$ cat src/rtl/icache_responder_pkg.sv
// Shared types for the instruction-cache responder: line/word types, the
// default-geometry tag/index types and the controller state encoding.
package icache_responder_pkg;

  localparam int ICACHE_OFFSET_BITS = 4;
  localparam int ICACHE_INDEX_BITS  = 3;
  localparam int ICACHE_TAG_BITS    = 16 - ICACHE_OFFSET_BITS - ICACHE_INDEX_BITS;

  typedef logic [15:0]                  lc3b_word;
  typedef logic [127:0]                 lc3b_data;
  typedef logic [ICACHE_TAG_BITS-1:0]   lc3b_icache_tag;
  typedef logic [ICACHE_INDEX_BITS-1:0] lc3b_icache_index;

  typedef enum logic {
    ST_IDLE = 1'b0,
    ST_FILL = 1'b1
  } icache_state_e;

endpackage

$ cat src/rtl/icache_responder_array.sv
// Direct-mapped line storage: per-set valid bit, tag and 128-bit line.
// Reads are combinational by index; writes happen on the load strobe.
// Reset clears only the valid bits; tags and data keep whatever they held.
module icache_responder_array
  import icache_responder_pkg::*;
#(
  parameter int NUM_SETS = 8,
  parameter int TAG_W    = 9
) (
  input  logic                        clk,
  input  logic                        rst,
  input  logic [$clog2(NUM_SETS)-1:0] rd_index,
  output logic                        rd_valid,
  output logic [TAG_W-1:0]            rd_tag,
  output lc3b_data                    rd_data,
  input  logic                        load,
  input  logic [$clog2(NUM_SETS)-1:0] wr_index,
  input  logic [TAG_W-1:0]            wr_tag,
  input  lc3b_data                    wr_data
);

  logic [NUM_SETS-1:0] valid;
  logic [TAG_W-1:0]    tag_mem  [NUM_SETS];
  lc3b_data            data_mem [NUM_SETS];

  // Valid bits: cleared together on reset, set when a line is installed.
  always_ff @(posedge clk) begin
    if (rst) begin
      valid <= '0;
    end else if (load) begin
      valid[wr_index] <= 1'b1;
    end
  end

  // Tag and data payload: written on install, never reset.
  always_ff @(posedge clk) begin
    if (load) begin
      tag_mem[wr_index]  <= wr_tag;
      data_mem[wr_index] <= wr_data;
    end
  end

  assign rd_valid = valid[rd_index];
  assign rd_tag   = tag_mem[rd_index];
  assign rd_data  = data_mem[rd_index];

endmodule

$ cat src/rtl/icache_responder.sv
// Instruction-fetch responder: direct-mapped read-only line cache.
// Hits answer in the request cycle; misses fetch the line from pmem, then
// the following idle cycle re-evaluates the (possibly new) fetch address.
module icache_responder
  import icache_responder_pkg::*;
#(
  parameter int NUM_SETS   = 8,
  parameter int LINE_BYTES = 16
) (
  input  logic        clk,
  input  logic        rst,
  input  logic [15:0] imem_address,
  input  logic        imem_action_stb,
  input  logic        imem_action_cyc,
  output lc3b_data    imem_rdata,
  output logic        imem_resp,
  output logic [15:0] pmem_address,
  output logic        pmem_read,
  input  lc3b_data    pmem_rdata,
  input  logic        pmem_resp
);

  localparam int OW = $clog2(LINE_BYTES);
  localparam int IW = $clog2(NUM_SETS);
  localparam int TW = 16 - OW - IW;

  icache_state_e state;
  logic [15:0]   fill_addr;

  logic          req;
  logic          hit;
  logic          load;
  logic [IW-1:0] req_index;
  logic [TW-1:0] req_tag;
  logic [IW-1:0] fill_index;
  logic [TW-1:0] fill_tag;
  logic          rd_valid;
  logic [TW-1:0] rd_tag;
  lc3b_data      rd_data;
  logic          unused_offset;

  assign req           = imem_action_stb & imem_action_cyc;
  assign req_index     = imem_address[OW+IW-1:OW];
  assign req_tag       = imem_address[15:OW+IW];
  assign fill_index    = fill_addr[OW+IW-1:OW];
  assign fill_tag      = fill_addr[15:OW+IW];
  assign unused_offset = ^imem_address[OW-1:0];

  icache_responder_array #(
    .NUM_SETS (NUM_SETS),
    .TAG_W    (TW)
  ) u_array (
    .clk      (clk),
    .rst      (rst),
    .rd_index (req_index),
    .rd_valid (rd_valid),
    .rd_tag   (rd_tag),
    .rd_data  (rd_data),
    .load     (load),
    .wr_index (fill_index),
    .wr_tag   (fill_tag),
    .wr_data  (pmem_rdata)
  );

  assign hit = rd_valid & (rd_tag == req_tag);

  // A pmem_resp only installs a line while a fill is outstanding; a late
  // response after reset arrives in IDLE and is dropped.
  assign load = (state == ST_FILL) & pmem_resp & ~rst;

  // Response is only ever given for the address presented this cycle.
  assign imem_resp  = (state == ST_IDLE) & req & hit & ~rst;
  assign imem_rdata = imem_resp ? rd_data : '0;

  assign pmem_address = fill_addr;

  // Miss/fill controller; pmem_read and the fill address are registered.
  always_ff @(posedge clk) begin
    if (rst) begin
      state     <= ST_IDLE;
      pmem_read <= 1'b0;
      fill_addr <= '0;
    end else begin
      case (state)
        ST_IDLE: begin
          if (req && !hit) begin
            fill_addr <= {imem_address[15:OW], {OW{1'b0}}};
            pmem_read <= 1'b1;
            state     <= ST_FILL;
          end
        end
        ST_FILL: begin
          if (pmem_resp) begin
            pmem_read <= 1'b0;
            state     <= ST_IDLE;
          end
        end
        default: begin
          pmem_read <= 1'b0;
          state     <= ST_IDLE;
        end
      endcase
    end
  end

endmodule

$ cat config.mk
export PLATFORM = sky130hd
export DESIGN_NAME = icache_responder
export DESIGN_NICKNAME = d
export VERILOG_FILES = /design/src/rtl/icache_responder_pkg.sv /design/src/rtl/icache_responder_array.sv /design/src/rtl/icache_responder.sv
export SDC_FILE = /design/constraint.sdc
export NUM_CORES = 1
export LEC_CHECK = 0
export CAP_MARGIN = 20
export CORE_MARGIN = 2
export CORE_UTILIZATION = 50
export CTS_BUF_LIST = sky130_fd_sc_hd__clkbuf_16
export CTS_CLUSTER_DIAMETER = 200
export DETAILED_ROUTE_END_ITERATION = 16
export GPL_ROUTABILITY_DRIVEN = 0
export PLACE_DENSITY_LB_ADDON = 0.12
export REMOVE_ABC_BUFFERS = 1
export SKIP_LAST_GASP = 1
export SLEW_MARGIN = 20
export SYNTH_ARGS = -nofsm -noshare
export SYNTH_HDL_FRONTEND = slang
export SYNTH_SLANG_ARGS = --single-unit
export TNS_END_PERCENT = 10
$ cat constraint.sdc
create_clock -name clk -period 18.9 [get_ports clk]
set_input_delay 3.78 -clock clk [delete_from_list [all_inputs] [get_ports clk]]
set_output_delay 3.78 -clock clk [all_outputs]
set_load 0.02 [all_outputs]
# ---- Word-level counts from Yosys, hierarchy flattened
# Memory sizes are Yosys's and may differ from the RTL's.
# Index checks and enable logic that the tools add are counted.
# Widths: inputs -> output; s select.
dict set report classes {
  bitwise_logic 10
  magnitude_cmp 3
  reduce_logical 5
  n_eq_ne 3
  n_mux 13
}
# cell count
set op_table {}
lappend op_table {{$mux 128} 1}
lappend op_table {{$eq 9x9->1} 1}
lappend op_table {{$lt 3x4->1 const B} 2}
lappend op_table {{$mux 1} 8}
lappend op_table {{$or 8x8->8} 1}
lappend op_table {{$and 1x1->1} 7}
lappend op_table {{$pmux 1 s2} 2}
lappend op_table {{$reduce_and 2->1} 2}
lappend op_table {{$bmux 1 s3} 1}
lappend op_table {{$demux 1 s3} 1}
lappend op_table {{$ge 3x1->1 const B} 1}
lappend op_table {{$logic_and 1x1->1} 2}
lappend op_table {{$ne 2x1->1 const B} 1}
lappend op_table {{$ne 2x2->1 const B} 1}
lappend op_table {{$not 1->1} 2}
lappend op_table {{$logic_not 1->1} 1}
dict set report word_totals {
  register_bits 22
  elab_cells 40
  mem_count 2
  mem_bits_rw 1096
  out_inout_bits 146
  in_bits 149
}
# memory depth width read_ports rd_clocked_by_memory_dff write_ports line
set memory_table {}
lappend memory_table {u_array.data_mem 8 128 1 0 1 icache_responder_array.sv:24} ;# lc3b_data data_mem [NUM_SETS];
lappend memory_table {u_array.tag_mem 8 9 1 0 1 icache_responder_array.sv:23} ;# logic [TAG_W-1:0] tag_mem [NUM_SETS];

# ---- Longest topological paths before layout
dict set report depth {
  word_depth 7
  mapped_depth 12
  depth_no_buf 6
}

# ---- By module
# From an unflattened synthesis, not the netlist that was laid out.
dict set report unflattened {
  cells_unflattened 1901
  area_unflattened_um2 43980.9
}
# mod seq_area_each_um2 cells_per_inst instances area_each_um2
set modules_own_cells {}
lappend modules_own_cells {icache_responder_array 33071.7 1629 1 42081.6}
lappend modules_own_cells {icache_responder 280.3 272 1 1899.3}

# ---- Worst setup path before layout
# Ideal clock, no wire load.
dict set report synth_timing {
  path_type {input-to-reg}
  startpoint {input port pmem_resp}
  endpoint {memory u_array.data_mem[0][0] in the netlist's numbering, enable pin}
  n_path_buf 0
  setup_slack_ps 4602
  required_time_ps 18097
  setup_ps 803
  stages 3
  arrival_ps 13495
  path_cell_list {nand2_1 -> or3_1 -> nor3_1}
}
dict set report synth_between {
  elab_chain_cells 4
}
# item line
set synth_rtl {}
lappend synth_rtl {{from (decl)} icache_responder.sv:20} ;# input logic pmem_resp
lappend synth_rtl {{$and 1x1->1 (2 in a row)} icache_responder.sv:69} ;# assign load = (state == ST_FILL) & pmem_resp & ~rst;
lappend synth_rtl {{$mux 1} icache_responder_array.sv:37} ;# if (load) begin
lappend synth_rtl {{$mux 1 (not written as such)} icache_responder_array.sv:39} ;# data_mem[wr_index] <= wr_data;
lappend synth_rtl {{to (decl)} icache_responder_array.sv:24}
# Every way passes these cells.

# ---- Worst setup path after layout
dict set report layout_timing {
  startpoint {input port imem_address[6]}
  endpoint {output port imem_rdata[34]}
}
dict set report layout_between {
  elab_chain_cells 6
  word_cells_on_any_way 9
  cone_classes {eq/ne: 1; mux: 3; bitwise: 3; memory: 2}
}
# item line
set layout_rtl {}
lappend layout_rtl {{from (decl)} icache_responder.sv:12} ;# input logic [15:0] imem_address,
lappend layout_rtl {{$mem_v2 8x9 / $bmux 1 s3 (equally long branches)} --}
lappend layout_rtl {{$eq 9x9->1 / $mux 1 (equally long branches)} {icache_responder.sv:65, icache_responder_array.sv:43}}
lappend layout_rtl {{$and 1x1->1} icache_responder.sv:65} ;# assign hit = rd_valid & (rd_tag == req_tag);
lappend layout_rtl {{$and 1x1->1 (2 in a row)} icache_responder.sv:72} ;# assign imem_resp = (state == ST_IDLE) & req & hit & ~rst;
lappend layout_rtl {{$mux 128 (*)} icache_responder.sv:73} ;# assign imem_rdata = imem_resp ? rd_data : '0;
lappend layout_rtl {{to (decl)} icache_responder.sv:15} ;# output lc3b_data imem_rdata,
# Every way passes the cells marked *; elsewhere a longest branch is shown, timed or not. The select of a mux whose other input is x is not followed.

==> flow_summary.toml <==
[flow_run]
drv_cap = 0

[power_and_ir_drop]
cellLeakagePower_nw = 16.00
p_per_area_mw_per_mm2 = 98.64
ir_worst_vdd_mv = 0.07395

[sta]
fin_crit_ns = 12.55
fin_setup_tns_ns = 0
slew_violations = 0
hold_violations = 0
finClkSkew_ns = 0.01491
maxSlewHeadroom = 0.3001
finalCritPeriodShare = 0.6643
tightestPinTransition_ns = 1.050
rsz0062_at_grt = "false"
finalSetupViolCount = 0
fmax_ghz = 0.07965

[die]
rows = 107
die-area_mm2 = 0.08844
start_util = 0.5047
core_mm2 = 0.08528
die_h_um = 297.4
die_w_um = 297.4
io_pins = 295

[cts]
insertion_delay_ns = 0.67
numCtsBuffers = 111
root_buffer = "clkbuf_16"
clockBufferDepth = 3
postCtsSetupBuffers = 0
cts_tree = "done"
ctsHtreeMaxLevel = 3
cts_resized = 0
clk_pin_slew_worst_paths_ns = 0.06
cts_num_sinks = 1118
cts_hold_buf = 0

[drt]
drc = 0
dr.pass1.iters = 5
vias_per_cell = 5.779
vias = 19806
ant_nets = 0
drt_iter0_markers = 1326
routed_wl_um = 90480
wire_per_inst_um = 26.40

[global_routing]
antenna_found_initial = 8
grt-ovfl-total = 0
grt_pass1_vias = 21139
grt_max_degree = 122
grt_use_total = 0.2056
grt_pass1_wl_um = 135400

[worst_setup_path]
reg2reg_slack_ns = 15.50
worstSetupStartpointType = "primary input"
rr_worst_depth = 7
timing.rr.start = "u_array.tag_mem[7][8]$_DFFE_PP_"
r2r-end = "pmem_address[8]$_SDFFE_PP0P_"
cp_max_fo = 68
crit_path_end = "imem_rdata[34]"
worstSetupStartpoint = "imem_address[6]"
critPathKind = "primary input to output port"
crit_path_end_kind = "output port"
cp_data_arrival_time_ns = 8.77
required_ns = 15.12

[synth]
yosys.area.top_type = "edfxtp_1"
synthTopCellsByArea = "edfxtp_1 76%, mux4_2 14%, mux2i_1 3.5%, nor3_2 1.6%, dfxtp_1 1.0%"
synth_area_mm2 = 0.04304
ys_warn_count = 0
synth_most_common_cell = "edfxtp_1"
ys.flop_type = "edfxtp_1"
avgSynthCellArea_um2 = 23.02
synthArstFlopShare = 0
synth_cells = 1870
seq_area_frac_synth = 0.7749
synth_edf_count = 1096
synthTopCellsByCount = "1096 x edfxtp_1, 270 x mux4_2, 151 x mux2i_1"
synth.ff_latch_count = 1118
synth.distinct_cells = 30
yosys.area.top_type_share = 0.7647

[placed_design]
numPortBuffers = 286
hpwl_um = 46380
dp_cells = 3218

[cells_and_area]
area_delta_synth_final_pct = 17.60
post-route-util = 0.5935
final_cells = 3427
layout-drive-gt1-share = 0.2337
fin_nets = 2336

[min_path]
holdCritPathClass = "register to register"
whs_path_depth = 2

[outcome]
outcome = "finished clean"
flip-flops by register name (all words and copies together) (netlist names):
register	count
state	1
u_array.tag_mem	72
u_array.valid	8
pmem_read	1
u_array.data_mem	1024
pmem_address	12
worst min path at each step:
stage | startpoint | endpoint | slack (ns)
2_1_floorplan | u_array.valid[1]$_SDFFE_PP0P_ | u_array.valid[1]$_SDFFE_PP0P_ | 0.43
3_3_place_gp | u_array.valid[1]$_SDFFE_PP0P_ | u_array.valid[1]$_SDFFE_PP0P_ | 0.44
3_5_place_dp | u_array.valid[2]$_SDFFE_PP0P_ | u_array.valid[2]$_SDFFE_PP0P_ | 0.46
4_1_cts | u_array.valid[2]$_SDFFE_PP0P_ | u_array.valid[2]$_SDFFE_PP0P_ | 0.47
5_1_grt | u_array.valid[2]$_SDFFE_PP0P_ | u_array.valid[2]$_SDFFE_PP0P_ | 0.52
6_report | u_array.valid[2]$_SDFFE_PP0P_ | u_array.valid[2]$_SDFFE_PP0P_ | 0.47
logic make-up after synthesis:
kind of cell	after synthesis	share of synthesized area
compound gates	19	0.004128
buf+inv	118	0.01329
xor+xnor	8	0.001628
other cells	1	0.00008713
flops	1118	0.7749
simple gates	183	0.02904
mux	423	0.1769
critical path, stage by stage:
cell             delay, ns
buf_8                 0.54
buf_4                 0.70
mux4_2                0.41
mux2i_1               0.18
xor2_1                0.17
o211ai_1              0.23
or4_4                 1.00
buf_4                 0.49
nor3_1                0.39
clkdlybuf4s50_1       0.68
cells in the final DEF (no fill, tap or decap), types with 5 or more instances in the layout:
master,instances
a32o_1,14
buf_12,7
buf_4,24
bufinv_16,6
clkbuf_16,112
clkdlybuf4s50_1,283
clkinv_1,30
clkinv_2,22
dfxtp_1,22
edfxtp_1,1096
inv_1,32
mux2i_1,151
mux4_2,270
nand2_1,5
nor2_1,19
nor2_4,6
nor2b_1,14
nor3_1,60
nor3_2,71
xor2_1,7
stage by stage:
stage | cell area, um2 | power [mW] | hold slack (ns) | setup WS [ns]
after floorplan | 42490 | 2.879 | 0.4348 | 4.602
after global placement | 47190 | 2.997 | 0.4435 | 6.380
after detailed placement | 47190 | 3.003 | 0.4583 | 6.349
after CTS | 50600 | 5.042 | 0.4716 | 6.339
after global routing | 50610 | 5.145 | 0.5151 | 6.141
final | 50620 | 4.993 | 0.4708 | 6.345
power breakdown:
part	leakage [nW]	internal (mW)	total [mW]	switching [mW]
clock	1.80	1.15	2.05	0.891
sequential	10.1	2.73	2.73	0.00508
combinational	4.08	0.100	0.214	0.113
per-layer routing:
metal,vias up,wire length [um],track usage
li1,8556,-,-
met5,-,75,0
met3,125,4325,0.03287
met2,491,45810,0.3475
met1,10622,38460,0.2807
met4,12,1805,0.05628
area by class of cell:
type,count,area (um2)
fill,6131,34660
sequential,1118,33350
multi-input combinational,637,9213
timing repair buffer,317,3198
clock buffer,112,2803
tap,1144,1431
clock inverter,95,606.8
inverter,2,7.507
antenna,2,5.005
(Power assumes the default switching activity.)
